$ cat src/rtl/stream_pkg.sv
// Shared types and defaults for the vector stream transmitter.
package stream_pkg;

    localparam int T_DEFAULT = 16;
    localparam int M_DEFAULT = 8;

    typedef logic signed [T_DEFAULT-1:0]  elem_t;
    typedef logic [$clog2(M_DEFAULT)-1:0] idx_t;

    // Number of banks currently holding a complete vector.
    function automatic logic [1:0] count_full(input logic [1:0] full);
        return {1'b0, full[0]} + {1'b0, full[1]};
    endfunction

endpackage

$ cat src/rtl/vec_stream_tx_if.sv
// Element handshake bundle: upstream (s_*) side and layer-facing (m_*) side.
interface vec_stream_tx_if
    import stream_pkg::*;
#(
    parameter int T = T_DEFAULT
);

    logic                s_valid;
    logic                s_ready;
    logic signed [T-1:0] data_in;
    logic                m_valid;
    logic                m_ready;
    logic signed [T-1:0] data_out;
    logic                m_last;

    // Producer and layer seen as one environment driving the transmitter.
    modport master (
        output s_valid, data_in, m_ready,
        input  s_ready, m_valid, data_out, m_last
    );

    // The transmitter itself.
    modport slave (
        input  s_valid, data_in, m_ready,
        output s_ready, m_valid, data_out, m_last
    );

endinterface

$ cat src/rtl/vec_bank.sv
// One vector bank: M registers, synchronous write port, combinational read port.
// Contents are not reset; validity is tracked by the owner's full flags.
module vec_bank
    import stream_pkg::*;
#(
    parameter int T  = T_DEFAULT,
    parameter int M  = M_DEFAULT,
    localparam int IW = $clog2(M)
) (
    input  logic                clk,
    input  logic                i_wr_en,
    input  logic [IW-1:0]       i_wr_addr,
    input  logic signed [T-1:0] i_wr_data,
    input  logic [IW-1:0]       i_rd_addr,
    output logic signed [T-1:0] o_rd_data
);

    logic signed [T-1:0] r_mem [M];

    // Store one element per write strobe.
    always_ff @(posedge clk) begin
        if (i_wr_en) begin
            r_mem[i_wr_addr] <= i_wr_data;
        end
    end

    assign o_rd_data = r_mem[i_rd_addr];

endmodule

$ cat src/rtl/vec_stream_tx.sv
// Vector-atomic ping-pong transmitter. A vector is only offered to the layer
// once all M elements are held, so the layer never stalls mid-vector on the
// producer. One bank fills while the other drains for 1 element/cycle.
module vec_stream_tx
    import stream_pkg::*;
#(
    parameter int T  = T_DEFAULT,
    parameter int M  = M_DEFAULT,
    parameter int CW = 16
) (
    input  logic            clk,
    input  logic            reset,
    input  logic            flush,
    vec_stream_tx_if.slave  bus,
    output logic [1:0]      level,
    output logic [CW-1:0]   vec_count
);

    localparam int            IW       = $clog2(M);
    localparam logic [IW-1:0] LAST_IDX = IW'(M - 1);

    logic [1:0]          r_full;
    logic                r_wr_bank;
    logic                r_rd_bank;
    logic [IW-1:0]       r_wr_idx;
    logic [IW-1:0]       r_rd_idx;
    logic [CW-1:0]       r_vec_count;

    logic                w_s_ready;
    logic                w_m_valid;
    logic                w_load;
    logic                w_xmit;
    logic                w_fill_done;
    logic                w_drain_done;
    logic [1:0]          w_set;
    logic [1:0]          w_clr;
    logic                w_wr_en0;
    logic                w_wr_en1;
    logic signed [T-1:0] w_rd_data0;
    logic signed [T-1:0] w_rd_data1;
    logic signed [T-1:0] w_rd_sel;

    // The write bank is only ever full when both banks are full, and the
    // read bank is only empty when nothing is held, so these two flags alone
    // give the handshake readiness. Neither depends on m_ready.
    assign w_s_ready = !r_full[r_wr_bank];
    assign w_m_valid = r_full[r_rd_bank];

    assign w_load       = bus.s_valid && w_s_ready;
    assign w_xmit       = w_m_valid && bus.m_ready;
    assign w_fill_done  = w_load && (r_wr_idx == LAST_IDX);
    assign w_drain_done = w_xmit && (r_rd_idx == LAST_IDX);

    // Fill and drain always target different banks, so set and clear never
    // collide and both take effect when they coincide.
    assign w_set = w_fill_done  ? (2'b01 << r_wr_bank) : 2'b00;
    assign w_clr = w_drain_done ? (2'b01 << r_rd_bank) : 2'b00;

    // A flushed or reset cycle must not leave a stray element behind.
    assign w_wr_en0 = w_load && !reset && !flush && (r_wr_bank == 1'b0);
    assign w_wr_en1 = w_load && !reset && !flush && (r_wr_bank == 1'b1);

    vec_bank #(.T(T), .M(M)) u_bank0 (
        .clk       (clk),
        .i_wr_en   (w_wr_en0),
        .i_wr_addr (r_wr_idx),
        .i_wr_data (bus.data_in),
        .i_rd_addr (r_rd_idx),
        .o_rd_data (w_rd_data0)
    );

    vec_bank #(.T(T), .M(M)) u_bank1 (
        .clk       (clk),
        .i_wr_en   (w_wr_en1),
        .i_wr_addr (r_wr_idx),
        .i_wr_data (bus.data_in),
        .i_rd_addr (r_rd_idx),
        .o_rd_data (w_rd_data1)
    );

    // Bank full flags: discarded by reset or flush, otherwise set on fill
    // completion and cleared on drain completion.
    always_ff @(posedge clk) begin
        if (reset || flush) begin
            r_full <= 2'b00;
        end else begin
            r_full <= (r_full | w_set) & ~w_clr;
        end
    end

    // Write pointer: advance per accepted element, swap banks after M.
    always_ff @(posedge clk) begin
        if (reset || flush) begin
            r_wr_bank <= 1'b0;
            r_wr_idx  <= '0;
        end else if (w_load) begin
            if (w_fill_done) begin
                r_wr_bank <= ~r_wr_bank;
                r_wr_idx  <= '0;
            end else begin
                r_wr_idx  <= r_wr_idx + 1'b1;
            end
        end
    end

    // Read pointer: advance per transmitted element, swap banks after M.
    always_ff @(posedge clk) begin
        if (reset || flush) begin
            r_rd_bank <= 1'b0;
            r_rd_idx  <= '0;
        end else if (w_xmit) begin
            if (w_drain_done) begin
                r_rd_bank <= ~r_rd_bank;
                r_rd_idx  <= '0;
            end else begin
                r_rd_idx  <= r_rd_idx + 1'b1;
            end
        end
    end

    // Completed-vector counter; survives flush, wraps naturally at 2^CW.
    always_ff @(posedge clk) begin
        if (reset) begin
            r_vec_count <= '0;
        end else if (!flush && w_drain_done) begin
            r_vec_count <= r_vec_count + 1'b1;
        end
    end

    assign w_rd_sel = r_rd_bank ? w_rd_data1 : w_rd_data0;

    assign bus.s_ready  = w_s_ready;
    assign bus.m_valid  = w_m_valid;
    assign bus.data_out = w_m_valid ? w_rd_sel : '0;
    assign bus.m_last   = w_m_valid && (r_rd_idx == LAST_IDX);

    assign level     = count_full(r_full);
    assign vec_count = r_vec_count;

endmodule
$ cat src/flat_wrapper.sv
// flat-port wrapper written by rule: the top's interface ports become plain ports
module vec_stream_tx_flat import stream_pkg::*;
#(
    parameter int T  = T_DEFAULT,
    parameter int M  = M_DEFAULT,
    parameter int CW = 16
)
  (clk, reset, flush, level, vec_count, bus_s_valid, bus_data_in, bus_m_ready, bus_s_ready, bus_m_valid, bus_data_out, bus_m_last);
  vec_stream_tx_if #(.T(T)) bus_i ();
  input  logic clk;
  input  logic reset;
  input  logic flush;
  output logic [1:0] level;
  output logic [CW-1:0] vec_count;
  input wire logic [$bits(bus_i.s_valid)-1:0] bus_s_valid;
  input wire logic [$bits(bus_i.data_in)-1:0] bus_data_in;
  input wire logic [$bits(bus_i.m_ready)-1:0] bus_m_ready;
  output wire logic [$bits(bus_i.s_ready)-1:0] bus_s_ready;
  output wire logic [$bits(bus_i.m_valid)-1:0] bus_m_valid;
  output wire logic [$bits(bus_i.data_out)-1:0] bus_data_out;
  output wire logic [$bits(bus_i.m_last)-1:0] bus_m_last;
  assign bus_i.s_valid = bus_s_valid;
  assign bus_i.data_in = bus_data_in;
  assign bus_i.m_ready = bus_m_ready;
  assign bus_s_ready = bus_i.s_ready;
  assign bus_m_valid = bus_i.m_valid;
  assign bus_data_out = bus_i.data_out;
  assign bus_m_last = bus_i.m_last;
  vec_stream_tx #(.T(T), .M(M), .CW(CW)) u_core (.clk(clk), .reset(reset), .flush(flush), .bus(bus_i), .level(level), .vec_count(vec_count));
endmodule
$ cat config.mk
export PLATFORM = sky130hd
export DESIGN_NAME = vec_stream_tx_flat
export DESIGN_NICKNAME = d
export VERILOG_FILES = /design/src/rtl/stream_pkg.sv /design/src/rtl/vec_stream_tx_if.sv /design/src/rtl/vec_bank.sv /design/src/rtl/vec_stream_tx.sv /design/src/flat_wrapper.sv
export SDC_FILE = /design/constraint.sdc
export NUM_CORES = 1
export LEC_CHECK = 0
export CORE_ASPECT_RATIO = 0.9
export CORE_MARGIN = 2
export CORE_UTILIZATION = 40
export CTS_CLUSTER_SIZE = 28
export DETAILED_ROUTE_END_ITERATION = 8
export GPL_ROUTABILITY_DRIVEN = 0
export SYNTH_ARGS = -nofsm -noshare
export SYNTH_HDL_FRONTEND = slang
export SYNTH_SLANG_ARGS = --single-unit
$ cat constraint.sdc
create_clock -name clk -period 3.85 [get_ports clk]
set_input_delay 0.385 -clock clk [delete_from_list [all_inputs] [get_ports clk]]
set_output_delay 0.385 -clock clk [all_outputs]
set_load 0.05 [all_outputs]
* Word level (Yosys, flattened, before mapping) *
Memories as Yosys holds them, arrays and structs flattened. A register that Yosys moved wholly into a read port is not among the register bits.
Cells that the tools add are included.

operators by class
  magnitude comparators = 2
  mux-type cells = 18
  bitwise logic cells = 5
  add/sub/neg operators = 4
  eq/ne operators = 2
  shift-type cells = 2
  reductions and logical operators = 16
  $mul = 0
  divide/modulo/power cells = 0

operators with widths
  operator                                                              count
  16-bit 2-to-1 mux                                                     2
  3-bit 2-to-1 mux                                                      6
  16-bit by 1-bit adder with 16-bit output, second input constant       1
  1-bit logical AND                                                     10
  1-bit 2-to-1 mux                                                      8
  3-bit by 1-bit adder with 3-bit output, second input constant         2
  3-bit equality test, second input constant                            2
  1-bit by 2-bit < comparator with 1-bit output, second input constant  2
  2-bit 2-to-1 mux                                                      2
  2-bit AND reduction                                                   2
  1-bit by 1-bit left shift with 2-bit output, first input constant     2
  1-bit zero test                                                       3
  1-bit by 1-bit adder with 2-bit output                                1
  2-bit AND                                                             1
  1-bit NOT                                                             2
  2-bit NOT                                                             1
  2-bit OR                                                              1
  1-bit logical OR                                                      1

word-level totals
  RAM bits = 256
  bits in read-only memories = 0
  output and inout port bits = 37
  memories kept = 2
  bits in latches = 0
  bits in registers = 26
  input port bits = 21

memories
  name                  words  bits a word  read ports  clocked after memory_dff  write ports  line            RTL
  u_core.u_bank0.r_mem  8      16           1           1                         1            vec_bank.sv:18  logic signed [T-1:0] r_mem [M];
  u_core.u_bank1.r_mem  8      16           1           1                         1            vec_bank.sv:18

* Depth between registers and ports, before layout *
Gate-level depths: netlist (run 1).

  depth in word-level cells = 9
  mapped depth = 7

* Hierarchy *
A second synthesis (run 1) with hierarchy kept.

unflattened totals
  cells, all modules = 574
  area, all modules = 11407.2 um2

by module, submodules not included
  module         times used  cells an instance  area an instance (um2)
  vec_bank       2           198                4973.5
  vec_stream_tx  1           178                1460.2

* Worst setup path after synthesis (run 1) *
OpenSTA, ideal clock, no wires.

  path type = input port to flip-flop
  from = in reset
  to = mem u_core.u_bank1.r_mem[4][0] in the netlist's numbering, enable pin
  path slack = 0.867 ns
  required time = 3.441 ns
  stages on the path = 5
  arrival = 2.574 ns
  path through = buf_2 -> nor2_1 -> nand2_1 -> or4b_2 -> nor3_1

between the ends
  word-level cells in the longest chain between the ends = 6

ends and longest elaborated chain
  what                                    line                 RTL
  from (decl)                             flat_wrapper.sv:11   input logic reset;
  1-bit zero test                         vec_stream_tx.sv:61  assign w_wr_en1 = w_load && !reset && !flush && (r_wr_bank == 1'b1);
  1-bit logical AND (3 in series)         vec_stream_tx.sv:61
  1-bit 2-to-1 mux                        vec_bank.sv:22       if (i_wr_en) begin
  1-bit 2-to-1 mux (not written as such)  vec_bank.sv:23       r_mem[i_wr_addr] <= i_wr_data;
  to (decl)                               vec_bank.sv:18

Every way passes these cells.

==> results of run 1 <==
[metrics by stage]
stage	setup WS, ns	hold slack [ns]	std cells	utilization (%)	total power, W
floorplan	0.8667	0.4496	639	-	0.003463
global placement	0.9065	0.4774	1049	44.58	0.003521
detailed placement	0.9169	0.4914	1049	44.58	0.003528
CTS	0.3250	0.5046	1097	47.68	0.006108
global route	0.2141	0.5490	1097	47.68	0.006246
finish	0.3609	0.5033	1097	47.68	0.006044
[cells in the mapped netlist (9+ instances only)]
| cell type | instances |
|---|---|
| a32oi_1 | 15 |
| dfxtp_1 | 29 |
| o211ai_1 | 15 |
| mux2i_1 | 36 |
| or4_1 | 9 |
| nand2_1 | 60 |
| mux4_2 | 47 |
| nor2_1 | 23 |
| clkbuf_1 | 16 |
| nand4_1 | 20 |
| edfxtp_1 | 256 |
| a21oi_1 | 19 |
[registers in the layout, summed over array words and instances, names as in the netlist, named ones only]
name                  flops
u_core.r_wr_bank          1
u_core.r_rd_bank          1
u_core.r_wr_idx           3
u_core.vec_count         16
u_core.u_bank0.r_mem    128
u_core.u_bank1.r_mem    128
u_core.r_rd_idx           3
u_core.r_full             2
[power groups by stage]
stage / registers, W / clock network, W / logic, W
floorplan: 0.00344 / 0 / 0.0000207
finish: 0.00338 / 0.00258 / 0.0000839
detailed placement: 0.00344 / 0 / 0.0000847
global placement: 0.00344 / 0 / 0.0000790
CTS: 0.00338 / 0.00265 / 0.0000848
global route: 0.00338 / 0.00278 / 0.0000919
[cells by family after synthesis]
family / after synthesis / share of synthesized area (%)
xor+xnor: 5 / 0.3877
fa+ha+maj: 6 / 0.6645
mux: 85 / 12.79
compound gates: 65 / 3.943
simple gates: 153 / 7.177
flops: 285 / 73.19
buf+inv: 40 / 1.850
[worst max-delay path, stage by stage, from the launching register on]
cell             delay (ns)
dfxtp_2                0.33
buf_4                  0.48
buf_4                  0.37
mux4_2                 0.26
nand4_1                0.10
o211ai_1               0.15
clkdlybuf4s50_1        0.86
[layout make-up]
| class | instances | area, µm² | area share (%) |
|---|---|---|---|
| clock inverters | 12 | 112.6 | 0.8475 |
| inverters | 4 | 15.01 | 0.1130 |
| flip-flops and latches | 285 | 8273 | 62.27 |
| well taps | 360 | 450.4 | 3.390 |
| multi-input cells | 314 | 2870 | 21.60 |
| repair buffers | 86 | 813.3 | 6.121 |
| clock buffers | 36 | 752.0 | 5.660 |
[worst max-delay path by stage]
stage              start                          to  slack, ns  cells after the start
2_1_floorplan      reset  u_core.u_bank1.r_mem[4][0]       0.87                      5
3_3_place_gp   flip-flop            bus_data_out[13]       0.91                      6
3_5_place_dp   flip-flop            bus_data_out[13]       0.92                      6
4_1_cts        flip-flop            bus_data_out[15]       0.32                      5
5_1_grt        flip-flop             bus_data_out[7]       0.21                      6
6_report       flip-flop             bus_data_out[5]       0.36                      6
[routing by layer]
metal	up-vias	global-route usage (%)
li1	2756	-
met1	3160	22.72
met2	182	29.31
met3	46	2.965
met4	0	5.432
met5	-	0
==> impl_results.md, run 1 <==
- Status: finished, final reports clean
- Post-route ant nets: 0
- Starting Density: 40.54%
- Initial antenna violation count: 0
- Fraction of registers with async set or reset after synthesis: 0%
- RSZ-0062 raised after global routing: no
- Ports: 58
- CTS tree: done
- Seq/Total Area, Yosys: about three quarters
- Top_reg_cell synth: edfxtp_1
- # diodes: 0
- Sw power: 0.001141 W
- Final Cycle Share: 90.63%
- DR top layer: met4
- Drt wl/cell: 22.98 µm
- Postcts setup bufs: 0
- H-tree depth: 1
- Area delta synth->final: 17.61%
- Routed wl met3: ~1400 µm
- Switching fraction of total power: 18.88%
- Placed Area: 12420 µm²
- Setup TNS: 0 ns
- Crit path max fanout: 34
- TritonRoute pass-1 iters: 6
- CTS buffer count: 29
- Hold Vio Cnt, Final: 0
- Synthesized net count: 666
- Commonest cells after routing, fill and taps aside: edfxtp_1, nand2_1, clkdlybuf4s50_1, mux4_2, mux2i_1
- Max Root-Sink Buffers: 3
- Worst min-delay path class: flip-flop to flip-flop
- Routed vias: 6144
- Post-DP HPWL: 14960 µm
- PD cells: approximately 450 nW/µm²
- Mapped cell area: 11300 µm²
- Clk slew on worst S/H paths: 0.06 ns
- Starting DRT DRC Count: about 580
- Post-synthesis cell count: 639
- WS Path Type: flip-flop to primary output
- # fillers: roughly 2300
- Die Y: roughly 160 µm
- Internal: 0.004902 W
- Root buf cell: clkbuf_16
- Area contributors post-synth: edfxtp_1, mux4_2, dfxtp_1
- Max Transition Viols Final: 0
- Die width: 181.1 µm
- Die area: just under 30000 µm²
- Routed wl met2: between 10000 and 15000 µm
- Setup violators final: 0
- Worst Tran Pin Value: 0.8390 ns
- CP required: 3.46 ns
- Final nets: 747
- CP Capture Type: primary output
- Finished Cell Area: 13290 µm²
- Drt total wl: 25210 µm
- Clock skew: between 0.01 and 0.015 ns
- Fraction of layout cells with a size suffix above 1: 19.54%
- Cell taking the most area after synthesis: edfxtp_1
- Setup crit start kind: flip-flop
- Yosys top cell area share: about two thirds
- Post-synth EDFFs: 256
- Insertion delay to the later sink of the worst-skew pair: between 0.5 and 0.6 ns
- Yosys warns: 0
- Fin crit period: ~3.5 ns
- Hold Startpoint: u_core.r_rd_idx[0]
- DRC Markers: 0
- Commonest non-fill, non-tap cell in the layout: edfxtp_1
- Total congestion overflow: 0
- Vias in the first global route: 6357
- R2r setup slk: 1.58 ns
- Core area: 27870 µm²
- Clk pwr share: a little over two fifths
- Metal-1 WL: between 10000 and 15000 µm
- FF-to-FF Start: u_core.r_wr_bank
- Clock sinks: about 290
- Share of power burned in combinational logic: 1.4%
- Core Rows: 58
- First-pass GRT wire length: 38300 µm
- Reg-to-reg critical path endpoint: u_core.u_bank1.r_mem[2][7]
- CP arrival: 3.10 ns
- WHS Path Cells: 2
- Max frequency: 0.2866 GHz
- GR Util All Layers: approximately 17%
- Number of port buffers: 57
- Via/cell ratio: 5.601
- Hold buffer count at CTS: 0
- Reg power frac: 55.9%
- Pleak: 4.021 nW
- Yosys reg bits: 285
- Average size of a mapped cell: 17.68 µm²
- Max_cap viols: 0
- Post-synth cell types: 46
- Largest net degree at the start of global routing: 46
- Resize count post-CTS: 0
- Max-slew headroom: 43.86%
- VDD IR max: 0.0002955 V
- Cells on worst reg2reg path: 4
Power figures use the tool's default switching activity.
==> run 2, diff against run 1 <==
--- a/constraint.sdc
+++ b/constraint.sdc
@@ -3,2 +3,2 @@
 set_output_delay 0.385 -clock clk [all_outputs]
-set_load 0.05 [all_outputs]
+set_load 0.1 [all_outputs]
==> impl_results.md, run 2 (synthesis results as in run 1) <==
- Worst min-delay path class: flip-flop to flip-flop
- VDD IR max: 0.0003139 V (+6.3%)
- TritonRoute pass-1 iters: 5 (-1)
- DRC Markers: 0 (unchanged)
- Post-placement cell count: 1050 (+0.095%)
- Total congestion overflow: 0 (unchanged)
- WS Path Type: flip-flop to primary output
- CP required: 3.46 ns (about the same)
- CTS buffer count: 29 (unchanged)
- Crit path max fanout: 9 (-74%)
- Max-slew headroom: 32.92% (-11 points)
- WHS: 0.5024 ns (-0.0009340 ns)
- Setup crit start kind: flip-flop
- Fin crit period: 3.196 ns (-0.2928 ns)
- Worst Tran Pin Value: 1.003 ns (+0.1641 ns)
- PD cells: 469.0 nW/µm² (+3.1%)
- Hold Vio Cnt, Final: 0 (unchanged)
- Multi-input logic area: 2870 µm² (unchanged)
- # diodes: 0 (unchanged)
- Max Transition Viols Final: 0 (unchanged)
- Max_cap viols: 0 (unchanged)
- Post-route ant nets: 0 (unchanged)
- Core area: 27870 µm² (unchanged)
- Vias in the first global route: 6240 (-1.8%)
- Die width: 181.1 µm (unchanged)
- Clock skew: 0.009501 ns (-0.003432 ns)
- Die area: 29600 µm² (unchanged)
- Drt total wl: 25250 µm (+0.15%)
- Final nets: 748 (+0.13%)
- Clk slew on worst S/H paths: 0.06 ns (about the same)
- Commonest non-fill, non-tap cell in the layout: edfxtp_1
- Pleak: 4.114 nW (+2.3%)
- Via/cell ratio: 5.596 (about the same)
- Insertion delay to the later sink of the worst-skew pair: 0.53 ns (about the same)
- FF+latch area: 8273 µm² (unchanged)
- Die Y: 163.4 µm (unchanged)
- Root buf cell: clkbuf_16
- Initial antenna violation count: 0 (unchanged)
- Routed vias: 6172 (+0.46%)
- Post-DP HPWL: 15330 µm (+2.5%)
- CTS tree: done
- Fraction of layout cells with a size suffix above 1: 23.01% (+3.5 points)
- # fillers: 2339 (-0.34%)
- Starting DRT DRC Count: 446 (-24%)
- Status: finished, final reports clean
- CP arrival: 2.81 ns (-0.29 ns)
- Setup violators final: 0 (unchanged)
- Hold buffer count at CTS: 0 (unchanged)
- First-pass GRT wire length: 38320 µm (about the same)
- Fin util: 47.87% (+0.19 points)
- GR Util All Layers: 17.21% (about the same)
- Number of port buffers: 57 (unchanged)
- Max frequency: 0.3129 GHz (+9.2%)
- Postcts setup bufs: 0 (unchanged)
- Ports: 58 (unchanged)
- Non-Filler Instances: 1103 (+0.55%)
- Final Cycle Share: 83.02% (-7.6 points)
- CP Capture Type: primary output
- Starting Density: 40.54% (unchanged)
- Commonest cells after routing, fill and taps aside: edfxtp_1, nand2_1, mux4_2, buf_4, clkdlybuf4s50_1
- Clock sinks: 285 (unchanged)
- Area delta synth->final: 18.07%
- H-tree depth: 1 (unchanged)
- Drt wl/cell: 22.89 µm (-0.40%)
- Resize count post-CTS: 0 (unchanged)
- RSZ-0062 raised after global routing: no
- Max Root-Sink Buffers: 3 (unchanged)
- Largest net degree at the start of global routing: 35 (-24%)
- Core Rows: 58 (unchanged)
- Setup TNS: 0 ns (unchanged)
[run 2: changes by cell type in the layout (fill, tap and decap cells not counted)]
cell             before  now
buf_4                27   45
clkinvlp_4            1    2
bufinv_16             2    4
inv_8                 0    1
inv_6                 1    2
clkinv_2              4    9
clkinvlp_2            1    0
clkdlybuf4s50_1      57   41
buf_12                2    1
clkinv_1              3    4
clkinv_4              0    1
clkbuf_1              7    1
[run 2: worst paths after layout]
path	start	endpoint	slack, ns	cells after the start
worst max-delay path	u_core.r_rd_idx[0]	bus_m_last	0.65	4
worst min-delay path	u_core.r_rd_idx[0]	flip-flop	0.50	2
worst max register to register	u_core.r_wr_bank	u_core.u_bank1.r_mem[2][3]	1.60	4
worst min register to register	u_core.r_rd_idx[0]	flip-flop	0.50	2
[run 2: cell type report]
| class | instances | area share, % |
|---|---|---|
| Multi-Input combinational cell | 314 | 21.52 |
| Clock inverter | 23 | 1.745 |
| Sequential cell | 285 | 62.02 |
| Tap cell | 360 | 3.377 |
| Inverter | 4 | 0.1126 |
| Timing Repair Buffer | 87 | 5.759 |
| Clock buffer | 30 | 5.469 |
[run 2: worst max-delay path, cell delays in order (launching register included)]
cell             delay [ns]
dfxtp_1                0.36
ha_1                   0.16
ha_1                   0.39
and2_2                 0.24
clkdlybuf4s50_1        1.13
[run 2: per-stage QoR]
| step | total power [W] | instance area, µm² | setup WS, ns |
|---|---|---|---|
| global route | 0.006440 | 13340 | 0.5704 |
| global placement | 0.003521 | 12380 | 0.9907 |
| floorplan | 0.003463 | 11300 | 0.8116 |
| CTS | 0.006315 | 13340 | 0.6340 |
| finish | 0.006256 | 13340 | 0.6537 |
| detailed placement | 0.003527 | 12380 | 0.9623 |
[run 2: metal layers]
| metal | vias to the layer above | part of all wire, % | GRT usage, % |
|---|---|---|---|
| met3 | 46 | 5.0 | 2.698 |
| met2 | 184 | 49 | 29.36 |
| li1 | 2747 | - | - |
| met1 | 3195 | 43 | 23.24 |
| met5 | - | 0 | 0 |
| met4 | 0 | 2.1 | 4.435 |
[run 2: power breakdown]
| part | switching [W] | internal [W] |
|---|---|---|
| Combinational | 0.0000577 | 0.0000261 |
| Clock | 0.00114 | 0.00165 |
| Sequential | 0.00000328 | 0.00337 |
